--- src/rtl/lcd_hd44780_capture.sv ---
`default_nettype none
// ============================================================================
// Module   : lcd_hd44780_capture
// Purpose  : Receiving end of an 8-bit HD44780 character-LCD bus. Every write
//            strobe (falling edge of E) is decoded into a command or a data
//            write. The block keeps a 2-line x NCOLS character buffer plus the
//            cursor/display state, and exposes the buffer via a registered
//            read port so a host-side simulator can mirror the panel.
// Ports    : clk_i          system clock
//            reset_i        synchronous, active-high reset
//            lcd_rs_i       bus RS (0 = command, 1 = data), async to clk_i
//            lcd_e_i        bus E strobe, write taken on its falling edge
//            lcd_d_i[7:0]   bus data
//            rd_addr_i      buffer index (line 0: 0..NCOLS-1, line 1: NCOLS..)
//            rd_data_o      buffer[rd_addr_i], one cycle latency
//            cursor_addr_o  DDRAM address counter
//            display_on_o   display-control D bit
//            cursor_on_o    display-control C bit
//            blink_on_o     display-control B bit
//            busy_o         clear sequencer running
//            update_o       one-cycle pulse after any buffer/state change
//            overrun_o      sticky: a strobe arrived while busy and was dropped
// Revision : 1.0 - initial release
// ============================================================================
module lcd_hd44780_capture #(
  parameter int         NCOLS = 16,
  parameter logic [7:0] BLANK = 8'h20,
  localparam int        AW    = $clog2(2*NCOLS)
) (
  input  logic          clk_i,
  input  logic          reset_i,
  input  logic          lcd_rs_i,
  input  logic          lcd_e_i,
  input  logic [7:0]    lcd_d_i,
  input  logic [AW-1:0] rd_addr_i,
  output logic [7:0]    rd_data_o,
  output logic [6:0]    cursor_addr_o,
  output logic          display_on_o,
  output logic          cursor_on_o,
  output logic          blink_on_o,
  output logic          busy_o,
  output logic          update_o,
  output logic          overrun_o
);

  localparam int            c_DEPTH    = 2*NCOLS;
  localparam logic [AW-1:0] c_LAST_IDX = AW'(c_DEPTH-1);
  localparam logic [6:0]    c_NCOLS7   = 7'(NCOLS);
  localparam logic [6:0]    c_LINE1    = 7'h40;
  localparam logic [6:0]    c_LINE1_END = 7'(64 + NCOLS);

  localparam logic [0:0] c_ST_IDLE  = 1'b0;
  localparam logic [0:0] c_ST_CLEAR = 1'b1;

  // --------------------------------------------------------------------------
  // Input synchronizer (2 flops) followed by a "prev" stage. RS/D are taken
  // from the prev stage, i.e. the values present while E was still high.
  // --------------------------------------------------------------------------
  logic       rs_meta_q, rs_sync_q, rs_prev_q;
  logic       e_meta_q,  e_sync_q,  e_prev_q;
  logic [7:0] d_meta_q,  d_sync_q,  d_prev_q;

  always_ff @(posedge clk_i) begin
    if (reset_i) begin
      rs_meta_q <= 1'b0;
      rs_sync_q <= 1'b0;
      rs_prev_q <= 1'b0;
      e_meta_q  <= 1'b0;
      e_sync_q  <= 1'b0;
      e_prev_q  <= 1'b0;
      d_meta_q  <= 8'h00;
      d_sync_q  <= 8'h00;
      d_prev_q  <= 8'h00;
    end else begin
      rs_meta_q <= lcd_rs_i;
      rs_sync_q <= rs_meta_q;
      rs_prev_q <= rs_sync_q;
      e_meta_q  <= lcd_e_i;
      e_sync_q  <= e_meta_q;
      e_prev_q  <= e_sync_q;
      d_meta_q  <= lcd_d_i;
      d_sync_q  <= d_meta_q;
      d_prev_q  <= d_sync_q;
    end
  end

  logic w_strobe;
  assign w_strobe = e_prev_q & ~e_sync_q;

  // --------------------------------------------------------------------------
  // Cursor movement on the 2-line DDRAM map: the end of each visible line
  // region (0x27 / 0x67) wraps to the start of the other line.
  // --------------------------------------------------------------------------
  function automatic logic [6:0] f_move(input logic [6:0] a, input logic inc);
    logic [6:0] r;
    if (inc) begin
      if (a == 7'h27)      r = 7'h40;
      else if (a == 7'h67) r = 7'h00;
      else                 r = a + 7'd1;
    end else begin
      if (a == 7'h00)      r = 7'h67;
      else if (a == 7'h40) r = 7'h27;
      else                 r = a - 7'd1;
    end
    return r;
  endfunction

  // --------------------------------------------------------------------------
  // State / datapath registers
  // --------------------------------------------------------------------------
  logic [0:0]    state_q,   state_d;
  logic [AW-1:0] clr_idx_q, clr_idx_d;
  logic [6:0]    cursor_q,  cursor_d;
  logic          id_q,      id_d;
  logic          cgram_q,   cgram_d;
  logic          disp_q,    disp_d;
  logic          curs_q,    curs_d;
  logic          blink_q,   blink_d;
  logic          update_q,  update_d;
  logic          overrun_q, overrun_d;
  logic [7:0]    rd_data_q, rd_data_d;

  logic          w_clr_start;
  logic          w_data_we;
  logic          w_clearing;

  // Buffer index for the current cursor address
  logic          w_in_line0, w_in_line1;
  logic [6:0]    w_wr_idx7;
  logic [AW-1:0] w_wr_idx;

  assign w_in_line0 = (cursor_q < c_NCOLS7);
  assign w_in_line1 = (cursor_q >= c_LINE1) && (cursor_q < c_LINE1_END);
  assign w_wr_idx7  = w_in_line0 ? cursor_q : (cursor_q - c_LINE1 + c_NCOLS7);
  assign w_wr_idx   = w_wr_idx7[AW-1:0];

  // --------------------------------------------------------------------------
  // FSM: state register
  // --------------------------------------------------------------------------
  always_ff @(posedge clk_i) begin
    if (reset_i) begin
      state_q   <= c_ST_CLEAR;
      clr_idx_q <= '0;
    end else begin
      state_q   <= state_d;
      clr_idx_q <= clr_idx_d;
    end
  end

  // --------------------------------------------------------------------------
  // FSM: next state
  // --------------------------------------------------------------------------
  always_comb begin
    state_d   = state_q;
    clr_idx_d = clr_idx_q;
    case (state_q)
      c_ST_IDLE: begin
        if (w_clr_start) begin
          state_d   = c_ST_CLEAR;
          clr_idx_d = '0;
        end
      end
      c_ST_CLEAR: begin
        if (clr_idx_q == c_LAST_IDX) begin
          state_d   = c_ST_IDLE;
          clr_idx_d = '0;
        end else begin
          clr_idx_d = clr_idx_q + 1'b1;
        end
      end
      default: begin
        state_d   = c_ST_IDLE;
        clr_idx_d = '0;
      end
    endcase
  end

  // --------------------------------------------------------------------------
  // FSM: outputs
  // --------------------------------------------------------------------------
  always_comb begin
    w_clearing = (state_q == c_ST_CLEAR);
    busy_o     = w_clearing;
  end

  // --------------------------------------------------------------------------
  // Strobe decode
  // --------------------------------------------------------------------------
  always_comb begin
    cursor_d    = cursor_q;
    id_d        = id_q;
    cgram_d     = cgram_q;
    disp_d      = disp_q;
    curs_d      = curs_q;
    blink_d     = blink_q;
    update_d    = 1'b0;
    overrun_d   = overrun_q;
    w_clr_start = 1'b0;
    w_data_we   = 1'b0;

    if (w_strobe) begin
      if (w_clearing) begin
        overrun_d = 1'b1;
      end else if (!rs_prev_q) begin
        // Highest set bit selects the command.
        casez (d_prev_q)
          8'b1???????: begin
            cursor_d = d_prev_q[6:0];
            cgram_d  = 1'b0;
            update_d = 1'b1;
          end
          8'b01??????: begin
            cgram_d  = 1'b1;
            update_d = 1'b1;
          end
          8'b001?????: begin
            // function set: nothing to mirror
          end
          8'b0001????: begin
            // D[3]=1 is a display shift, which is not mirrored
            if (!d_prev_q[3]) begin
              cursor_d = f_move(cursor_q, d_prev_q[2]);
              update_d = 1'b1;
            end
          end
          8'b00001???: begin
            disp_d   = d_prev_q[2];
            curs_d   = d_prev_q[1];
            blink_d  = d_prev_q[0];
            update_d = 1'b1;
          end
          8'b000001??: begin
            id_d     = d_prev_q[1];
            update_d = 1'b1;
          end
          8'b0000001?: begin
            cursor_d = 7'h00;
            update_d = 1'b1;
          end
          8'b00000001: begin
            w_clr_start = 1'b1;
            cursor_d    = 7'h00;
            id_d        = 1'b1;
            cgram_d     = 1'b0;
            update_d    = 1'b1;
          end
          default: begin
          end
        endcase
      end else if (!cgram_q) begin
        // Address advances even when the write lands off-screen.
        w_data_we = w_in_line0 | w_in_line1;
        cursor_d  = f_move(cursor_q, id_q);
        update_d  = 1'b1;
      end
    end

    if (w_clearing && (clr_idx_q == c_LAST_IDX)) begin
      update_d = 1'b1;
    end
  end

  always_ff @(posedge clk_i) begin
    if (reset_i) begin
      cursor_q  <= 7'h00;
      id_q      <= 1'b1;
      cgram_q   <= 1'b0;
      disp_q    <= 1'b0;
      curs_q    <= 1'b0;
      blink_q   <= 1'b0;
      update_q  <= 1'b0;
      overrun_q <= 1'b0;
    end else begin
      cursor_q  <= cursor_d;
      id_q      <= id_d;
      cgram_q   <= cgram_d;
      disp_q    <= disp_d;
      curs_q    <= curs_d;
      blink_q   <= blink_d;
      update_q  <= update_d;
      overrun_q <= overrun_d;
    end
  end

  // --------------------------------------------------------------------------
  // Character buffer: single write port (clear sequencer or data write),
  // registered read port.
  // --------------------------------------------------------------------------
  logic [7:0]    mem_q [c_DEPTH];
  logic          w_mem_we;
  logic [AW-1:0] w_mem_widx;
  logic [7:0]    w_mem_wdata;

  always_comb begin
    w_mem_we    = 1'b0;
    w_mem_widx  = w_wr_idx;
    w_mem_wdata = d_prev_q;
    if (w_clearing) begin
      w_mem_we    = 1'b1;
      w_mem_widx  = clr_idx_q;
      w_mem_wdata = BLANK;
    end else if (w_data_we) begin
      w_mem_we    = 1'b1;
    end
  end

  always_ff @(posedge clk_i) begin
    if (!reset_i && w_mem_we) begin
      mem_q[w_mem_widx] <= w_mem_wdata;
    end
  end

  // Out-of-range read detection only exists when the index space is larger
  // than the buffer.
  logic w_rd_valid;
  generate
    if (c_DEPTH == (1 << AW)) begin : g_rd_full
      assign w_rd_valid = 1'b1;
    end else begin : g_rd_part
      assign w_rd_valid = (int'(rd_addr_i) < c_DEPTH);
    end
  endgenerate

  assign rd_data_d = w_rd_valid ? mem_q[rd_addr_i] : 8'h00;

  always_ff @(posedge clk_i) begin
    if (reset_i) begin
      rd_data_q <= 8'h00;
    end else begin
      rd_data_q <= rd_data_d;
    end
  end

  assign rd_data_o     = rd_data_q;
  assign cursor_addr_o = cursor_q;
  assign display_on_o  = disp_q;
  assign cursor_on_o   = curs_q;
  assign blink_on_o    = blink_q;
  assign update_o      = update_q;
  assign overrun_o     = overrun_q;

endmodule
`default_nettype wire

--- config.mk ---
export PLATFORM = sky130hd
export DESIGN_NAME = lcd_hd44780_capture
export DESIGN_NICKNAME = d
export VERILOG_FILES = /design/src/rtl/lcd_hd44780_capture.sv
export SDC_FILE = /design/constraint.sdc
export NUM_CORES = 1
export LEC_CHECK = 0
export BUFFER_PORTS_ARGS = -buffer_cell sky130_fd_sc_hd__buf_2
export CAP_MARGIN = 25
export CORE_MARGIN = 1.5
export CORE_UTILIZATION = 50
export DETAILED_ROUTE_END_ITERATION = 8
export PLACE_DENSITY = 0.69
export SKIP_CTS_REPAIR_TIMING = 1
export SYNTH_ARGS = -nofsm -noshare
export SYNTH_HDL_FRONTEND = slang
export SYNTH_SLANG_ARGS = --single-unit
--- constraint.sdc ---
create_clock -name clk_i -period 2.1 [get_ports clk_i]
set_input_delay 0 -clock clk_i [delete_from_list [all_inputs] [get_ports clk_i]]
set_output_delay 0 -clock clk_i [all_outputs]
set_load 0.005 [all_outputs]
==> results of run 1 <==
kinds of logic after synthesis:
group	after synthesis	share of synthesized area, %
multiplexers	93	13.94
AO/OA/AOI/OAI	92	5.278
XOR/XNOR	6	0.4120
AND/OR/NAND/NOR	193	7.966
flip-flops	314	69.38
adder cells (fa/ha/maj)	5	0.4905
buffers and inverters	54	2.531
Yosys cell counts (8+ instances only):
cell type    n  area, um^2
a21oi_1     24       120.1
a221o_1      8       80.08
a221oi_1    10       87.58
buf_2       16       80.08
clkbuf_1    15       56.30
dfxtp_1     58        1161
edfxtp_1   256        7687
inv_1        8       30.03
mux2i_1     28       280.3
mux4_1      12       315.3
mux4_2      52        1171
nand2_1     27       101.4
nand2b_1     9       56.30
nand3_1      8       40.04
nor2_1      70       262.8
nor2b_1     42       262.8
nor3_1       8       40.04
o21ai_0     12       60.06
metrics by stage:
step	hold slack (ns)	util, %
finish	0.1221	59.34
global route	0.1477	59.34
CTS	-0.3110	58.89
detailed placement	0.2136	54.35
global placement	0.2116	54.35
floorplan	0.1282	-
per-layer routing:
metal	track usage [%]	vias up
met5	0	-
met3	2.979	47
met2	36.75	325
met4	6.380	0
met1	30.58	3587
li1	-	3196
critical path, cell delays in order (launching register included):
cell     delay (ns)
dfxtp_1        0.33
nor4b_2        0.28
nand3_1        0.16
o31ai_2        0.27
nand2_1        0.09
buf_4          0.20
nor2_1         0.15
buf_4          0.19
report_power, final:
group          leakage, nW  total [mW]  internal (mW)  switching (mW)
clock                0.550        6.07           3.69            2.38
combinational         1.63       0.465          0.217           0.248
sequential            2.29        6.75           6.71          0.0362
how the worst min path moves through the flow:
| stage | startpoint | to | slack (ns) | cells past startpoint |
|---|---|---|---|---|
| floorplan | lcd_d_i[0] | d_meta_q[0] | 0.13 | 1 |
| global placement | lcd_e_i | e_meta_q | 0.21 | 2 |
| detailed placement | lcd_d_i[5] | d_meta_q[5] | 0.21 | 2 |
| CTS | lcd_d_i[4] | d_meta_q[4] | -0.31 | 2 |
| global route | reset_i | e_prev_q | 0.15 | 3 |
| finish | reset_i | e_prev_q | 0.12 | 3 |
layout make-up:
type                            count  area, um^2  share of cell area [%]
Tap cell                          330       412.9                   2.771
Sequential cell                   314        8848                   59.38
Clock buffer                       40       894.6                   6.004
Timing Repair Buffer              117       865.8                   5.811
Clock inverter                     21       246.5                   1.654
Inverter                            8       30.03                  0.2015
Multi-Input combinational cell    389        3602                   24.18
sequential cells by signal, summed over array words and instances, names as in the netlist:
signal         cells
overrun_o          1
id_q               1
e_sync_q           1
blink_on_o         1
clr_idx_q          5
display_on_o       1
rd_data_o          8
e_prev_q           1
cgram_q            1
rs_meta_q          1
rs_prev_q          1
cursor_on_o        1
e_meta_q           1
busy_o             1
d_meta_q           8
rs_sync_q          1
d_sync_q           8
d_prev_q           8
cursor_addr_o      7
mem_q            256
update_o           1
==> results.toml, run 1 <==
[setup_path]
r2r_slack_ns = 0.13
crit_type = "flip-flop to flip-flop"
rr_startpoint = "cgram_q"
worstSetupStartpoint = "cgram_q"
setup.worst_path.end = "mem_q[27][6]"
cp_max_fo = 8
r2r_cells = 7
required_ns = 2.31
start_kind = "flip-flop"
rr_endpoint = "mem_q[27][6]"
worstPathArrival_ns = 2.18
cp-end-kind = "flip-flop"

[detailed_routing]
route.met3.wl_um = 1749
ant_nets = 0
top_layer_used = "met4"
wl_met1_um = 11780
via_count = 7155
wl_met2_um = 13950
dr.pass1.iters = 5
routed_via_density = 5.870
wl_um = 28080
drtIter0Drc = 665
wl_per_cell_um = 23.04
drc_errors = 0

[yosys]
synth_seq_cells = 314
ys_seq_area_share_pct = 69.38
synthesis.nets = 779
syn_inst = 757
synth_area_per_cell_um2 = 16.85
synthArstFlopShare_pct = 0
synth_edf_count = 256
synth-main-ff-cell = "edfxtp_1"
yosys_warnings = 0
synthesis.area_um2 = 12750
ys_types = 68

[floorplan]
die_x_um = 162.7
core_um2 = 25110
start_util_pct = 50.79
ios = 38
dieHeight_um = 162.7
dieArea_um2 = 26470
rows = 58

[global_route]
grt_pass1_wl_um = 43300
grt_max_degree = 60
grt_pass1_vias = 7216
gr-usage-all-layers_pct = 22.05
overflow = 0
antenna_found_initial = 0

[power_and_ir_drop]
p_leak_nw = 4.475
ir_worst_vdd_mv = 0.5272
p_per_area_nw_per_um2 = 891.4
p_total_mw = 13.28

[timing]
fmax_mhz = 508.3
grt_setup_unrepaired = "false"
clock_skew_ns = 0.02237
period_minus_slack_ns = 1.967
slew_viol_final = 0
finalSetupTns_ns = 0
slew_headroom_pct = 52.74
hold_violations = 0
setup_violations = 0
tightestPinTransition_ns = 0.7089
worst_slack_ns = 0.1326
period_share_pct = 93.69

[clocking]
cts.sinks = 314
cts_tree = "yes"
clk_pin_slew_worst_paths_ns = 0.06
root_buffer = "clkbuf_16"
cts_inserted_buffers = 35
clkLatencyLatePin_ns = 0.51
h-tree-depth = 2
clockBufferDepth = 3

[run]
maxCapViolations = 0

[cells_and_area]
nets = 887
layout-drive-gt1-share_pct = 26.32
mostFrequentLayoutCell = "edfxtp_1"
diodes = 0
syn_to_final_growth_pct = 16.83
stdcell_area_um2 = 14900
fillCellCount = 1891
instances_no_fill = 1219
most-common-layout-cells = "edfxtp_1, nor2_1, buf_4, dfxtp_1, mux4_2"

[place]
place_ws_ns = 0.07361
place_inst = 1147
placed_area_um2 = 13650
port-buffer-count = 37
gp_congestion = 0.8610
place_hpwl_um = 18120

[status]
outcome = "completed"

[min_path]
hold_path_class = "input port to flip-flop"
Power figures use the tool's default switching activity.
==> run 2: changes to the inputs <==
--- a/config.mk
+++ b/config.mk
@@ -11,6 +11,7 @@
 export CORE_UTILIZATION = 50
 export DETAILED_ROUTE_END_ITERATION = 8
 export PLACE_DENSITY = 0.69
+export SETUP_SLACK_MARGIN = 0.4
 export SKIP_CTS_REPAIR_TIMING = 1
 export SYNTH_ARGS = -nofsm -noshare
 export SYNTH_HDL_FRONTEND = slang
==> run 2 against run 1 <==
Compared with the run above:
- wire length increased by 0.96%
- die area unchanged
- register-to-register slack about the same
==> results.toml, run 2 (synthesized netlist as in run 1, its figures left out) <==
[cells_and_area]
regMostFlops = "mem_q"
layout-drive-gt1-share_pct = 36.70
most-common-layout-cells = "edfxtp_1, mux4_2, buf_4, dfxtp_1, buf_2"
mostFrequentLayoutCell = "edfxtp_1"
syn_to_final_growth_pct = 21.82
final_util_pct = 61.87
nets = 890
largest_register_ffs = 256
stdcell_area_um2 = 15540
diodes = 0

[floorplan]
die_x_um = 162.7
dieArea_um2 = 26470
core_um2 = 25110
rows = 58
start_util_pct = 50.79
ios = 38
dieHeight_um = 162.7

[setup_path]
start_kind = "flip-flop"
cp-end-kind = "flip-flop"
crit_family = "simple AND/OR/NAND/NOR gates"
crit_path_cell_trace = "nor4b_4, nand3_2, o31ai_4, nand2_4, buf_4, nor2_4"
cp_max_fo = 8
required_ns = 2.33
cpPeakStageDelay_ns = 0.34
worstPathArrival_ns = 2.20
crit_path_top_delay_cell = "dfxtp_2"
worst-path-buf-inv = 1
crit_type = "flip-flop to flip-flop"

[power_and_ir_drop]
p_leak_nw = 4.541
internal_power_mw = 10.19
p_sw_mw = 2.577
seqPwrFrac_pct = 52.8
combPwrFrac_pct = 4.4
ir_worst_vdd_mv = 0.5871
p_per_area_nw_per_um2 = 821.8
power_frac_clock_pct = 42.8
swShare_pct = 20.18
p_total_mw = 12.77

[clocking]
cts_inserted_buffers = 31
clkLatencyLatePin_ns = 0.56
h-tree-depth = 1
cts_tree = "yes"
clk_pin_slew_worst_paths_ns = 0.06
root_buffer = "clkbuf_16"
clockBufferDepth = 3
cts.sinks = 314

[timing]
clock_skew_ns = 0.02198
period_minus_slack_ns = 1.968
period_share_pct = 93.70
fmax_mhz = 508.2
hold_violations = 0
holdWs_ns = 0.1571
slew_headroom_pct = 46.85
grt_setup_unrepaired = "true"
slew_viol_final = 0
finalSetupTns_ns = 0
setup_violations = 0
tightestPinTransition_ns = 0.7972

[global_route]
grt_max_degree = 52
met1_usage_pct = 28.50
grt_pass1_wl_um = 42250
gr-usage-met2_pct = 36.15
grt_pass1_vias = 7215
gr-usage-all-layers_pct = 21.38
overflow = 0
antenna_found_initial = 0
use_met3_pct = 3.336
grt.busiest_layer = "met2"

[detailed_routing]
ant_nets = 0
via_count = 7196
routed_via_density = 5.894
wl_um = 28360
drc_errors = 0
dr.pass1.iters = 5
wl_per_cell_um = 23.22
drtIter0Drc = 668

[place]
port-buffer-count = 37
gp_congestion = 0.9549
placed_area_um2 = 13700
place_hpwl_um = 17850

[status]
outcome = "completed"

[run]
maxCapViolations = 0

[min_path]
hold_path_class = "input port to flip-flop"
-- run 2: area by class of cell --
class / instances / area (um^2)
multi-input combinational: 389 / 4119
inverter: 8 / 30.03
clock buffer: 38 / 812.0
sequential: 314 / 8882
fill: 1829 / 9573
timing repair buffer: 124 / 1082
tap: 330 / 412.9
clock inverter: 18 / 197.7
-- run 2: layer usage --
layer  share of wire (%)  wire length, um  vias to the layer above
li1                    -                -                     3210
met4                 2.7              758                        0
met1                  42            11790                     3664
met3                 5.8             1645                       52
met2                  50            14160                      270
met5                   0                0                        -
-- run 2: per-stage QoR --
stage               setup WS (ns)  instances
floorplan                 0.09062        757
global placement          0.03123       1131
detailed placement       -0.05728       1131
CTS                      -0.05945       1187
global route              0.04265       1221
finish                     0.1324       1221
-- run 2: power by group through the flow --
stage,logic (mW),clock network [mW],registers [mW]
2_1_floorplan,0.350,0,6.87
3_3_place_gp,0.461,0,6.88
3_5_place_dp,0.473,0,6.88
4_1_cts,0.474,5.54,6.75
5_1_grt,0.591,5.76,6.75
6_report,0.555,5.47,6.74
-- run 2: worst paths after layout --
check	startpoint	endpoint	slack [ns]	cells after the start
setup / recovery	cgram_q	mem_q[11][3]	0.13	6
hold / removal	rd_addr_i[0]	rd_data_o[3]	0.16	4
setup reg to reg	cgram_q	mem_q[11][3]	0.13	6
hold reg to reg	d_sync_q[4]	d_prev_q[4]	0.43	1
-- run 2: worst reg2reg max path, delay by kind of cell (launching register included) --
family	cells	cell delay [ns]
buf+inv	1	0.20
flops	1	0.34
simple gates	4	0.83
compound gates	1	0.28
==> run 3: changes to the inputs <==
==> constraint.sdc (replaced) <==
create_clock -name clk_i -period 2.1 [get_ports clk_i]
set_input_delay 0.105 -clock clk_i [delete_from_list [all_inputs] [get_ports clk_i]]
set_output_delay 0.105 -clock clk_i [all_outputs]
set_load 0.005 [all_outputs]
==> run 3 against run 2 <==
Compared with the run above:
- first-iteration DRC count up 7.9%
- register-to-register slack worse by 0.04 ns
- combinational power is 2% lower
- clock skew down 0.010 ns
- wire length is 0.22% higher
- critical path type unchanged
- via count grew 0.97%
- count of clock-buffer cells in the layout is 4 lower
- critical path depth stayed put
- cell count decreased by 0.16%
==> results.toml, run 3 (synthesized netlist as in run 1, its figures left out) <==
[cells_and_area]
nets = 888
final_util_pct = 61.50
most-common-layout-cells = "edfxtp_1, mux4_2, buf_4, dfxtp_1"
layout-drive-gt1-share_pct = 37.35
syn_to_final_growth_pct = 21.08
mostFrequentLayoutCell = "edfxtp_1"
multiInputGateArea_um2 = 4121
regMostFlops = "mem_q"
fillCellCount = 1823
diodes = 0
largest_register_ffs = 256
final-seq-area_um2 = 8876

[global_route]
grt_max_degree = 52
grt_pass1_vias = 7128
grt_pass1_wl_um = 42560
overflow = 0
gr-usage-all-layers_pct = 21.65
antenna_found_initial = 0

[clocking]
root_buffer = "clkbuf_16"
h-tree-depth = 1
cts.sinks = 314
clkLatencyLatePin_ns = 0.55
clk_pin_slew_worst_paths_ns = 0.06
cts_tree = "yes"
clockBufferDepth = 3
cts_inserted_buffers = 31

[timing]
period_share_pct = 95.72
clock_skew_ns = 0.01201
period_minus_slack_ns = 2.010
hold_violations = 0
grt_setup_unrepaired = "true"
worst_slack_ns = 0.08978
finalSetupTns_ns = 0
setup_violations = 0
slew_headroom_pct = 51.32
slew_viol_final = 0
tightestPinTransition_ns = 0.7302
fmax_mhz = 497.5

[setup_path]
cp-end-kind = "flip-flop"
crit_path_top_delay_cell = "dfxtp_2"
cp_max_fo = 8
cpPeakStageDelay_ns = 0.34
crit_family = "simple AND/OR/NAND/NOR gates"
crit_path_cell_trace = "nor4b_4, nand3_2, o31ai_4, nand2_2, buf_8, nor2_4"
crit_type = "flip-flop to flip-flop"
worstPathArrival_ns = 2.24
worst-path-buf-inv = 1
start_kind = "flip-flop"
required_ns = 2.33

[detailed_routing]
drc_errors = 0
wl_um = 28420
dr.pass1.iters = 5
ant_nets = 0
routed_via_density = 5.961
drtIter0Drc = 721
via_count = 7266
wl_per_cell_um = 23.31

[status]
outcome = "completed"

[floorplan]
core_um2 = 25110
die_x_um = 162.7
dieHeight_um = 162.7
rows = 58
ios = 38
start_util_pct = 50.79
dieArea_um2 = 26470

[power_and_ir_drop]
p_per_area_nw_per_um2 = 819.9
ir_worst_vdd_mv = 0.6717
p_leak_nw = 4.512

[place]
port-buffer-count = 37
gp_congestion = 0.9389
place_hpwl_um = 17990
place_ws_ns = 0.04472

[run]
maxCapViolations = 0

[min_path]
hold_path_class = "input port to flip-flop"
==> run 3: cell types whose count changed in the layout (fill, tap and decap cells not counted), moves of 3 or more <==
cell | previous run | this run
buf_12 | 8 | 5
clkbuf_1 | 6 | 3
nand2_2 | 7 | 4
nor2b_1 | 35 | 32
nor2b_2 | 7 | 10
==> run 3: worst reg2reg max path: stages, from the launching register on <==
cell	delay, ns
dfxtp_2	0.34
nor4b_4	0.30
nand3_2	0.15
o31ai_4	0.33
nand2_2	0.14
buf_8	0.17
nor2_4	0.26
==> run 3: routing by layer <==
metal	vias to the layer above	global-route usage, %	share of wire, %
li1	3217	-	-
met1	3685	29.80	41
met2	316	36.13	50
met3	48	3.030	6.4
met4	0	6.422	2.4
met5	-	0	0
==> run 3: report_power, final <==
group / switching (mW) / internal (mW)
registers: 0.0370 / 6.71
clock network: 2.29 / 3.08
logic: 0.296 / 0.248
total: 2.62 / 10.0
==> run 3: per-stage QoR <==
stage	cells	instance area (um^2)	hold WS (ns)	power, mW
after floorplan	757	12940	0.2332	7.216
after global placement	1137	13740	0.3163	7.336
after detailed placement	1137	13740	0.3179	7.353
after CTS	1193	14730	-0.2645	12.69
after global routing	1219	15440	0.08216	13.03
final	1219	15440	0.08658	12.66
==> run 3: path summary, 6_finish.rpt <==
check / start / depth (start not counted) / to / slack, ns
worst max register to register: cursor_addr_o[4] / 6 / mem_q[22][1] / 0.09
worst min register to register: d_sync_q[2] / 1 / d_prev_q[2] / 0.43
worst min-delay path: reset_i / 3 / rd_data_o[7] / 0.09
worst max-delay path: cursor_addr_o[4] / 6 / mem_q[22][1] / 0.09
==> run 3: final cells by class <==
class | count | share of cell area (%)
multi-input combinational | 389 | 26.69
clock buffer | 34 | 5.096
timing repair buffer | 122 | 6.539
inverter | 8 | 0.1945
tap | 330 | 2.674
clock inverter | 22 | 1.329
sequential | 314 | 57.48
